### config.mk
export PLATFORM = sky130hd
export DESIGN_NAME = serial_adder_ctrl
export DESIGN_NICKNAME = d
export VERILOG_FILES = /design/src/rtl/serial_adder_ctrl_pkg.sv /design/src/rtl/serial_adder_ctrl_adder.sv /design/src/rtl/serial_adder_ctrl.sv
export SDC_FILE = /design/constraint.sdc
export NUM_CORES = 1
export LEC_CHECK = 0
export ABC_AREA = 1
export CAP_MARGIN = 15
export CELL_PAD_IN_SITES_DETAIL_PLACEMENT = 1
export CELL_PAD_IN_SITES_GLOBAL_PLACEMENT = 2
export CORE_ASPECT_RATIO = 0.5
export CORE_MARGIN = 2
export CORE_UTILIZATION = 26
export CTS_BUF_LIST = sky130_fd_sc_hd__clkbuf_8
export DETAILED_ROUTE_END_ITERATION = 7
export PLACE_DENSITY = 0.83
export SYNTH_ARGS = -nofsm -noshare
export SYNTH_HDL_FRONTEND = slang
export SYNTH_SLANG_ARGS = --single-unit
### constraint.sdc
create_clock -name clk_i -period 2.44 [get_ports clk_i]
set_clock_uncertainty 0.15 [all_clocks]
set_input_delay 0.488 -clock clk_i [delete_from_list [all_inputs] [get_ports clk_i]]
set_output_delay 0.488 -clock clk_i [all_outputs]
set_load 0.01 [all_outputs]
### src/rtl/serial_adder_ctrl_pkg.sv
// Shared types and helpers for the chunk-serial adder controller.
package serial_adder_ctrl_pkg;

   typedef enum logic [1:0] {
      IDLE = 2'd0,
      RUN  = 2'd1,
      DONE = 2'd2
   } state_t;

   // Counter width that stays legal when only one chunk exists.
   function automatic int cnt_w(input int n);
      return (n > 1) ? $clog2(n) : 1;
   endfunction

endpackage

### src/rtl/serial_adder_ctrl_adder.sv
// Combinational DATASIZE-bit adder with carry in/out; the only adder in the block.
module serial_adder_ctrl_adder #(
   parameter int DATASIZE = 8
) (
   input  logic [DATASIZE-1:0] a_i,
   input  logic [DATASIZE-1:0] b_i,
   input  logic                carryin_i,
   output logic [DATASIZE-1:0] result_o,
   output logic                carryout_o
);

   assign {carryout_o, result_o} = {1'b0, a_i} + {1'b0, b_i} + {{DATASIZE{1'b0}}, carryin_i};

endmodule

### src/rtl/serial_adder_ctrl.sv
// Adds two W-bit operands one DATASIZE chunk per cycle through a single shared adder.
// Optional overflow flag output: define SERIAL_ADDER_CTRL_OVERFLOW_EN.
module serial_adder_ctrl
   import serial_adder_ctrl_pkg::*;
#(
   parameter int DATASIZE  = 8,
   parameter int NB_CHUNKS = 4
) (
   input  logic                          clk_i,
   input  logic                          rst_ni,
   input  logic                          in_valid_i,
   output logic                          in_ready_o,
   input  logic [DATASIZE*NB_CHUNKS-1:0] a_i,
   input  logic [DATASIZE*NB_CHUNKS-1:0] b_i,
   input  logic                          carry_i,
   output logic                          out_valid_o,
   input  logic                          out_ready_i,
   output logic [DATASIZE*NB_CHUNKS-1:0] result_o,
`ifdef SERIAL_ADDER_CTRL_OVERFLOW_EN
   output logic                          carry_o,
   output logic                          overflow_o
`else
   output logic                          carry_o
`endif
);

   localparam int             CW     = cnt_w(NB_CHUNKS);
   localparam logic [CW-1:0]  K_LAST = CW'(NB_CHUNKS - 1);

   state_t                               state;
   logic [NB_CHUNKS-1:0][DATASIZE-1:0]   a_q;
   logic [NB_CHUNKS-1:0][DATASIZE-1:0]   b_q;
   logic [NB_CHUNKS-1:0][DATASIZE-1:0]   res_q;
   logic                                 carry_q;
   logic [CW-1:0]                        k;
   logic [DATASIZE-1:0]                  sum;
   logic                                 cout;

   serial_adder_ctrl_adder #(
      .DATASIZE (DATASIZE)
   ) u_adder (
      .a_i        (a_q[k]),
      .b_i        (b_q[k]),
      .carryin_i  (carry_q),
      .result_o   (sum),
      .carryout_o (cout)
   );

   // The carry register doubles as carry-in for chunk 0 and carry-out once done.
   always_ff @(posedge clk_i) begin
      if (!rst_ni) begin
         state   <= IDLE;
         a_q     <= '0;
         b_q     <= '0;
         res_q   <= '0;
         carry_q <= 1'b0;
         k       <= '0;
      end else begin
         unique case (state)
            IDLE: if (in_valid_i) begin
               a_q     <= a_i;
               b_q     <= b_i;
               carry_q <= carry_i;
               k       <= '0;
               state   <= RUN;
            end
            RUN: begin
               res_q[k] <= sum;
               carry_q  <= cout;
               k        <= k + 1'b1;
               if (k == K_LAST) state <= DONE;
            end
            DONE: if (out_ready_i) state <= IDLE;
            default: state <= IDLE;
         endcase
      end
   end

`ifdef SERIAL_ADDER_CTRL_OVERFLOW_EN
   logic ovf_q;

   // Two's-complement overflow: equal operand signs, result sign differs.
   always_ff @(posedge clk_i) begin
      if (!rst_ni) begin
         ovf_q <= 1'b0;
      end else if (state == RUN && k == K_LAST) begin
         ovf_q <= (a_q[NB_CHUNKS-1][DATASIZE-1] == b_q[NB_CHUNKS-1][DATASIZE-1]) &&
                  (sum[DATASIZE-1] != a_q[NB_CHUNKS-1][DATASIZE-1]);
      end
   end

   assign overflow_o = ovf_q;
`endif

   assign in_ready_o  = (state == IDLE);
   assign out_valid_o = (state == DONE);
   assign result_o    = res_q;
   assign carry_o     = carry_q;

endmodule
==> impl_metrics.json <==
{
  "run_status": "finished clean",
  "synth_area_leaders": "dfxtp_1 (44%), nor2_1 (13%), o21ai_0 (9.4%)",
  "ys_warn_count": 0,
  "routed_wirelength_um": 14200,
  "power.density_nw_per_um2": 642.3,
  "worstSetupPathType": "reg2reg",
  "p_int_uw": 2753,
  "relSlewSlack": 0.6467,
  "ff_latch_area_um2": 2027,
  "synth_nets": 700,
  "cts_buffers": 9,
  "grt_pass1_wl_um": 22760,
  "ys.flop_type": "dfxtp_1",
  "hold_viol": 0,
  "yosysUniqueCellTypes": 32,
  "switchingPower_uw": 1314,
  "p_clk_frac": 0.278,
  "power.leakage_uw": 0.002657,
  "clkTransAtPathRegs_ns": 0.10,
  "clk_latency_ns": 0.39,
  "crit_chain": "buf_6 -> o21ai_4 -> o22ai_2 -> fa_2 -> inv_2 -> fa_2 -> inv_2 -> nand2_1 -> nand2_1 -> nand3b_1 -> buf_4 -> nand3_2 -> nand2_1 -> a21oi_1",
  "pin_count": 104,
  "critPathSlowestCell": "dfxtp_2",
  "cts_root_buf": "clkbuf_8",
  "cts_sinks": 101,
  "power_uw": 4067,
  "yosysTopAreaCellShare": 0.4414,
  "drt_pass1_iterations": 4,
  "ys_top_cells_by_count": "nor2_1 (161), dfxtp_1 (101), o21ai_0 (86), nand2_1 (62), inv_1 (37)",
  "vias": 4350,
  "fin_ws_ns": 0.02091,
  "ys_ff_latch": 101,
  "synth_edf_count": 0,
  "hold_path_class": "reg2reg",
  "wire_per_inst_um": 14.76,
  "grt_max_degree": 65,
  "syn_to_final_growth_pct": 38.24,
  "syn-mean-instance-area_um2": 7.412,
  "fin_nets": 805,
  "drtIter0Drc": 172,
  "die_x_um": 191.7,
  "final_core_util": 0.3657,
  "drcViolationCount": 0,
  "ctsHoldBuffers": 0,
  "placed_area_um2": 5888,
  "worstPathRequired_ns": 2.61,
  "htreeDepth": 3,
  "start_util": 0.2646,
  "die_height_um": 97.86,
  "gp_congestion": 0.8224,
  "drive_gt1_frac": 0.1387,
  "netlist_area_um2": 4581,
  "max_cap_viol_count": 0,
  "switching_share": 0.3231,
  "vdd_ir_drop_max_mv": 0.2730,
  "post-route-min-period_ns": 2.419,
  "synth_top_cell_by_area": "dfxtp_1",
  "finalCritPeriodShare": 0.9914,
  "critPathArrivalTime_ns": 2.59,
  "cts_tree": "yes",
  "max_stage_delay_ns": 0.38,
  "final_antenna_net_count": 0,
  "startpoint_type": "flop",
  "max_freq_mhz": 413.4,
  "tns_ns": 0,
  "cpMostUsedCell": "nand2_1",
  "grt_pass1_vias": 4359,
  "hpwl_um": 10510,
  "finalInstanceArea_um2": 6332,
  "seq_area_frac_synth": 0.4414,
  "slew_viol_final": 0,
  "via_per_inst": 4.522,
  "pwr-share-comb": 0.269,
  "dieArea_um2": 18760,
  "diodes": 0,
  "cp_max_fo": 10,
  "p_seq_frac": 0.453,
  "multi_input_area_um2": 2302,
  "core_um2": 17310,
  "async_flop_share": 0,
  "setup_violations": 0,
  "pre_cts_ws_ns": -0.1313,
  "worstMarginPinSlew_ns": 0.5300,
  "crit_path_end_kind": "flop",
  "antenna_found_initial": 0,
  "rsz0062_at_grt": "true",
  "grt_usage": 0.1540,
  "io_buffers": 103,
  "syn_inst": 618,
  "cts.path.max_buffers": 2,
  "grt_remaining_overflow": 0,
  "synth.most_common_cell": "nor2_1",
  "final.fill_count": 2097,
  "placementRows": 34
}
[critical path, delay by kind of cell (launching register included)]
kind | cells | cell delay (ns)
AO/OA/AOI/OAI | 3 | 0.42
adder cells (fa/ha/maj) | 2 | 0.62
buffers and inverters | 4 | 0.43
flip-flops | 1 | 0.38
AND/OR/NAND/NOR | 5 | 0.34
[kinds of logic (layout without fill, tap and decap cells)]
| family | after synthesis | after routing | synth area share |
|---|---|---|---|
| adders and majority gates | 13 | 13 | 0.03879 |
| DFF | 101 | 101 | 0.4414 |
| buffers and inverters | 83 | 193 | 0.09205 |
| xor gates and xnor gates | 1 | 1 | 0.001912 |
| and+or+nand+nor | 261 | 261 | 0.2341 |
| AOI/OAI and AO/OA | 159 | 159 | 0.1917 |
[metal layers]
layer | GRT usage | up-vias | wire (um)
met2 | 0.2474 | 55 | 6533
met5 | 0 | - | 0
met1 | 0.2125 | 2067 | 7081
met3 | 0.03127 | 12 | 449
li1 | - | 2216 | -
met4 | 0.03550 | 0 | 131
[layout by cell type, fill, tap and decap left out, types with 2 or more instances in the layout]
master,instances
ha_1,10
clkdlybuf4s50_1,102
nand3b_1,3
o21ai_0,77
clkbuf_8,9
o22ai_1,9
nor2_1,161
buf_12,3
clkinvlp_4,3
o21ai_1,20
inv_6,3
a21oi_1,20
buf_8,2
inv_4,5
or2_4,2
o21ai_2,3
nand3_2,11
inv_1,34
nand3_1,14
o22ai_2,5
nand2_2,7
dfxtp_1,99
buf_4,21
inv_2,5
nand2_4,4
a32oi_2,2
fa_2,2
o21a_1,17
nand2_1,57
o211ai_1,3
[state kept, by name (all words and copies together), names as in the netlist]
register	flops
carry_o	1
b_q	32
state	2
a_q	32
k	2
result_o	32
[area by class of cell]
| class | instances | share of cell area |
|---|---|---|
| flip-flops and latches | 101 | 0.3201 |
| clock buffers | 9 | 0.01956 |
| multi-input cells | 434 | 0.3636 |
| well taps | 234 | 0.04624 |
| inverters | 46 | 0.03082 |
| clock inverters | 7 | 0.01284 |
| repair buffers | 131 | 0.2069 |
[worst paths after layout]
path / slack [ns] / startpoint / depth (start not counted) / to
max: 0.02 / k[1]$_SDFFE_PN0P_ / 14 / carry_o$_SDFFE_PN0P_
min: 0.33 / result_o[24]$_SDFFE_PN0P_ / 2 / result_o[24]$_SDFFE_PN0P_
max reg2reg: 0.02 / k[1]$_SDFFE_PN0P_ / 14 / carry_o$_SDFFE_PN0P_
min reg2reg: 0.33 / result_o[24]$_SDFFE_PN0P_ / 2 / result_o[24]$_SDFFE_PN0P_
[power by group through the flow]
stage | combinational (uW) | sequential, uW | clock [uW]
2_1_floorplan | 580 | 1860 | 0
3_3_place_gp | 969 | 1880 | 0
3_5_place_dp | 992 | 1880 | 0
4_1_cts | 1010 | 1840 | 1170
5_1_grt | 1220 | 1860 | 1250
6_report | 1090 | 1840 | 1130
[stage by stage]
stage | instances | hold slack (ns)
2_1_floorplan | 618 | 0.2988
3_3_place_gp | 942 | 0.3052
3_5_place_dp | 942 | 0.3125
4_1_cts | 958 | 0.3272
5_1_grt | 962 | 0.3528
6_report | 962 | 0.3253
[what timing repair did]
item / CTS / global route
gates resized for setup: 14 / 42
pin swaps: 3 / 21
setup buffers: 0 / 3
endpoints found under the setup margin: 22 / 24
gates cloned: 0 / 1
(Power assumes the default switching activity.)
==> patch: new RTL, same settings <==
The 3 states of `state_t` get a one-hot encoding in 3 bits.
--- a/src/rtl/serial_adder_ctrl_pkg.sv
+++ b/src/rtl/serial_adder_ctrl_pkg.sv
@@ -3,6 +3,6 @@
 
-   typedef enum logic [1:0] {
-      IDLE = 2'd0,
-      RUN  = 2'd1,
-      DONE = 2'd2
+   typedef enum logic [2:0] {
+      IDLE = 3'b001,
+      RUN  = 3'b010,
+      DONE = 3'b100
    } state_t;
Check against the original RTL: no difference found for any inputs over 10 cycles, from zero or initial values and one cycle with rst_ni low; not proved beyond that.
==> patch against the original RTL <==
  * The flow now finishes with violations (DRC)
  * Die area up 2.7%
  * Non-clock buffer count is the same
  * Cell area rose by 1.7%
  * Routed wire length increased by 3.0%
  * Global-route usage fell by 0.17 points
  * Power down 10%
  * Synthesized area is 2.8% higher
  * Sequential cell count is 1 higher
  * Worst setup slack gained 0.066 ns
  * Largest power group unchanged
==> patch: results (changes against the original RTL) <==
Global route
The met2 track demand over resource in global routing is 23.3% (-1.4 points). The wire length of the first global-routing pass came to 23500 um (+3.1%). The met1 global-route usage came to 22.1% (+0.88 points). The met3 usage in global routing came to 3.05% (-0.075 points).

The overall routing resource usage is 15.2% (-0.17 points). The maximum number of pins on one net before global-route repair came to 45 (-31%).

Detailed routing
The total via count after detailed routing is 4484 (+3.1%). The DRC violations left came to 3 (+3). The met2 wire length is 6260 um (-4.2%). The met1 routed wirelength after detailed routing is 7690 um (+8.6%). The amount of wire on met3 after detailed routing was 543 um (+21%).

The number of design-rule violations left by the first detailed-router iteration is 221 (+28%). The number of search-and-repair iterations in the first detailed-routing pass is 8 (+4). The routed wire length is 14600 um (+3.0%).

Critical path
The largest driver fanout on the critical path is 7 (-3). The data arrival time of the worst path was 2.48 ns (-0.11 ns).

Run status
The run finished, with violations left. The checks that failed: DRC.

Layout
The ratio of cells with drive above 1 in the final layout is 14.8% (+0.90 points). The number of antenna repair diodes is 0 (unchanged). The final instance count without filler cells is 992 (+3.1%).

The layout net count is 835 (+3.7%).

Timing
The final-layout setup total negative slack came to 0 ns (unchanged). The worst slew margin relative to its limit is 67.2% (+2.6 points).

Logic synthesis
The proportion of synthesized chip area in sequential cells was 43.4% (-0.77 points). The commonest register cell after synthesis is dfxtp_1. By area the synthesized netlist is led by dfxtp_1 43%, nand2_1 14%, a21oi_1 8.1%.

The count of mapped cells out of synthesis is 648 (+4.9%). The distinct cell type count after synthesis is 37 (+16%). By count the netlist is led by 173 x nand2_1, 102 x dfxtp_1, 82 x nor2_1. The post-synthesis net count is 730 (+4.3%).

Clock tree
The later pin in the worst-skew pair is clocked with a latency of 0.38 ns. The maximum level of the CTS H-tree is 3 (unchanged).

Placed design
The number of placed instances with taps included is 976 (+3.6%). The post-DP HPWL was 11100 um (+6.1%). The pre-CTS setup slack is -0.139 ns (-0.00810 ns). The placer's final routability congestion estimate is 0.813 (-1.2%). The placement-stage cell area came to 6050 um2 (+2.8%).

Pwr
The worst ir drop on vdd is 0.261 mV (-4.3%). The static leakage power was 2.66 nW (about the same).
patch: repair_timing:
item,in CTS,in global routing
setup buffers,0,1
endpoints found under the hold margin,0,0
setup endpoints to repair,20,20
pin swaps,0,13
gates resized for setup,9,56
patch: area by class of cell:
cell class | instances | area (um2)
Clock buffer | 10 | 138
Clock inverter | 6 | 51.3
Fill cell | 2167 | 11100
Inverter | 55 | 215
Multi-Input combinational cell | 454 | 2410
Sequential cell | 102 | 2050
Tap cell | 234 | 293
Timing Repair Buffer | 131 | 1290
patch: cell families (layout without fill, tap and decap cells):
family | Yosys count | after routing | synth area share, %
DFF | 102 | 102 | 43.4
adders and majority gates | 13 | 13 | 3.77
xor gates and xnor gates | 1 | 1 | 0.186
and+or+nand+nor | 298 | 298 | 26.8
AOI/OAI and AO/OA | 142 | 142 | 16.6
buffers and inverters | 92 | 202 | 9.27
patch: power breakdown:
group          switching [mW]  internal, mW  total (mW)  leakage [nW]
Sequential             0.0666          1.76        1.82         0.833
Combinational           0.433         0.356       0.789          1.72
Clock                   0.634         0.416        1.05        0.0992
Total                    1.13          2.53        3.66          2.66
patch: final timing paths:
check                              from           end  slack (ns)  cells past startpoint
worst max-delay path               k[0]  result_o[30]        0.09                     14
worst min-delay path            b_q[15]       b_q[15]        0.32                      2
worst max register to register     k[0]  result_o[30]        0.09                     14
worst min register to register  b_q[15]       b_q[15]        0.32                      2
patch: worst max-delay path: stages, from the launching register on:
cell      delay, ns
dfxtp_4        0.43
buf_6          0.14
nor2_2         0.04
o22ai_2        0.14
fa_2           0.25
inv_2          0.05
fa_2           0.40
inv_2          0.07
nand2_2        0.05
nand2_2        0.08
nand3b_1       0.13
nand3_2        0.14
nand3_1        0.09
nand2_1        0.07
inv_1          0.04
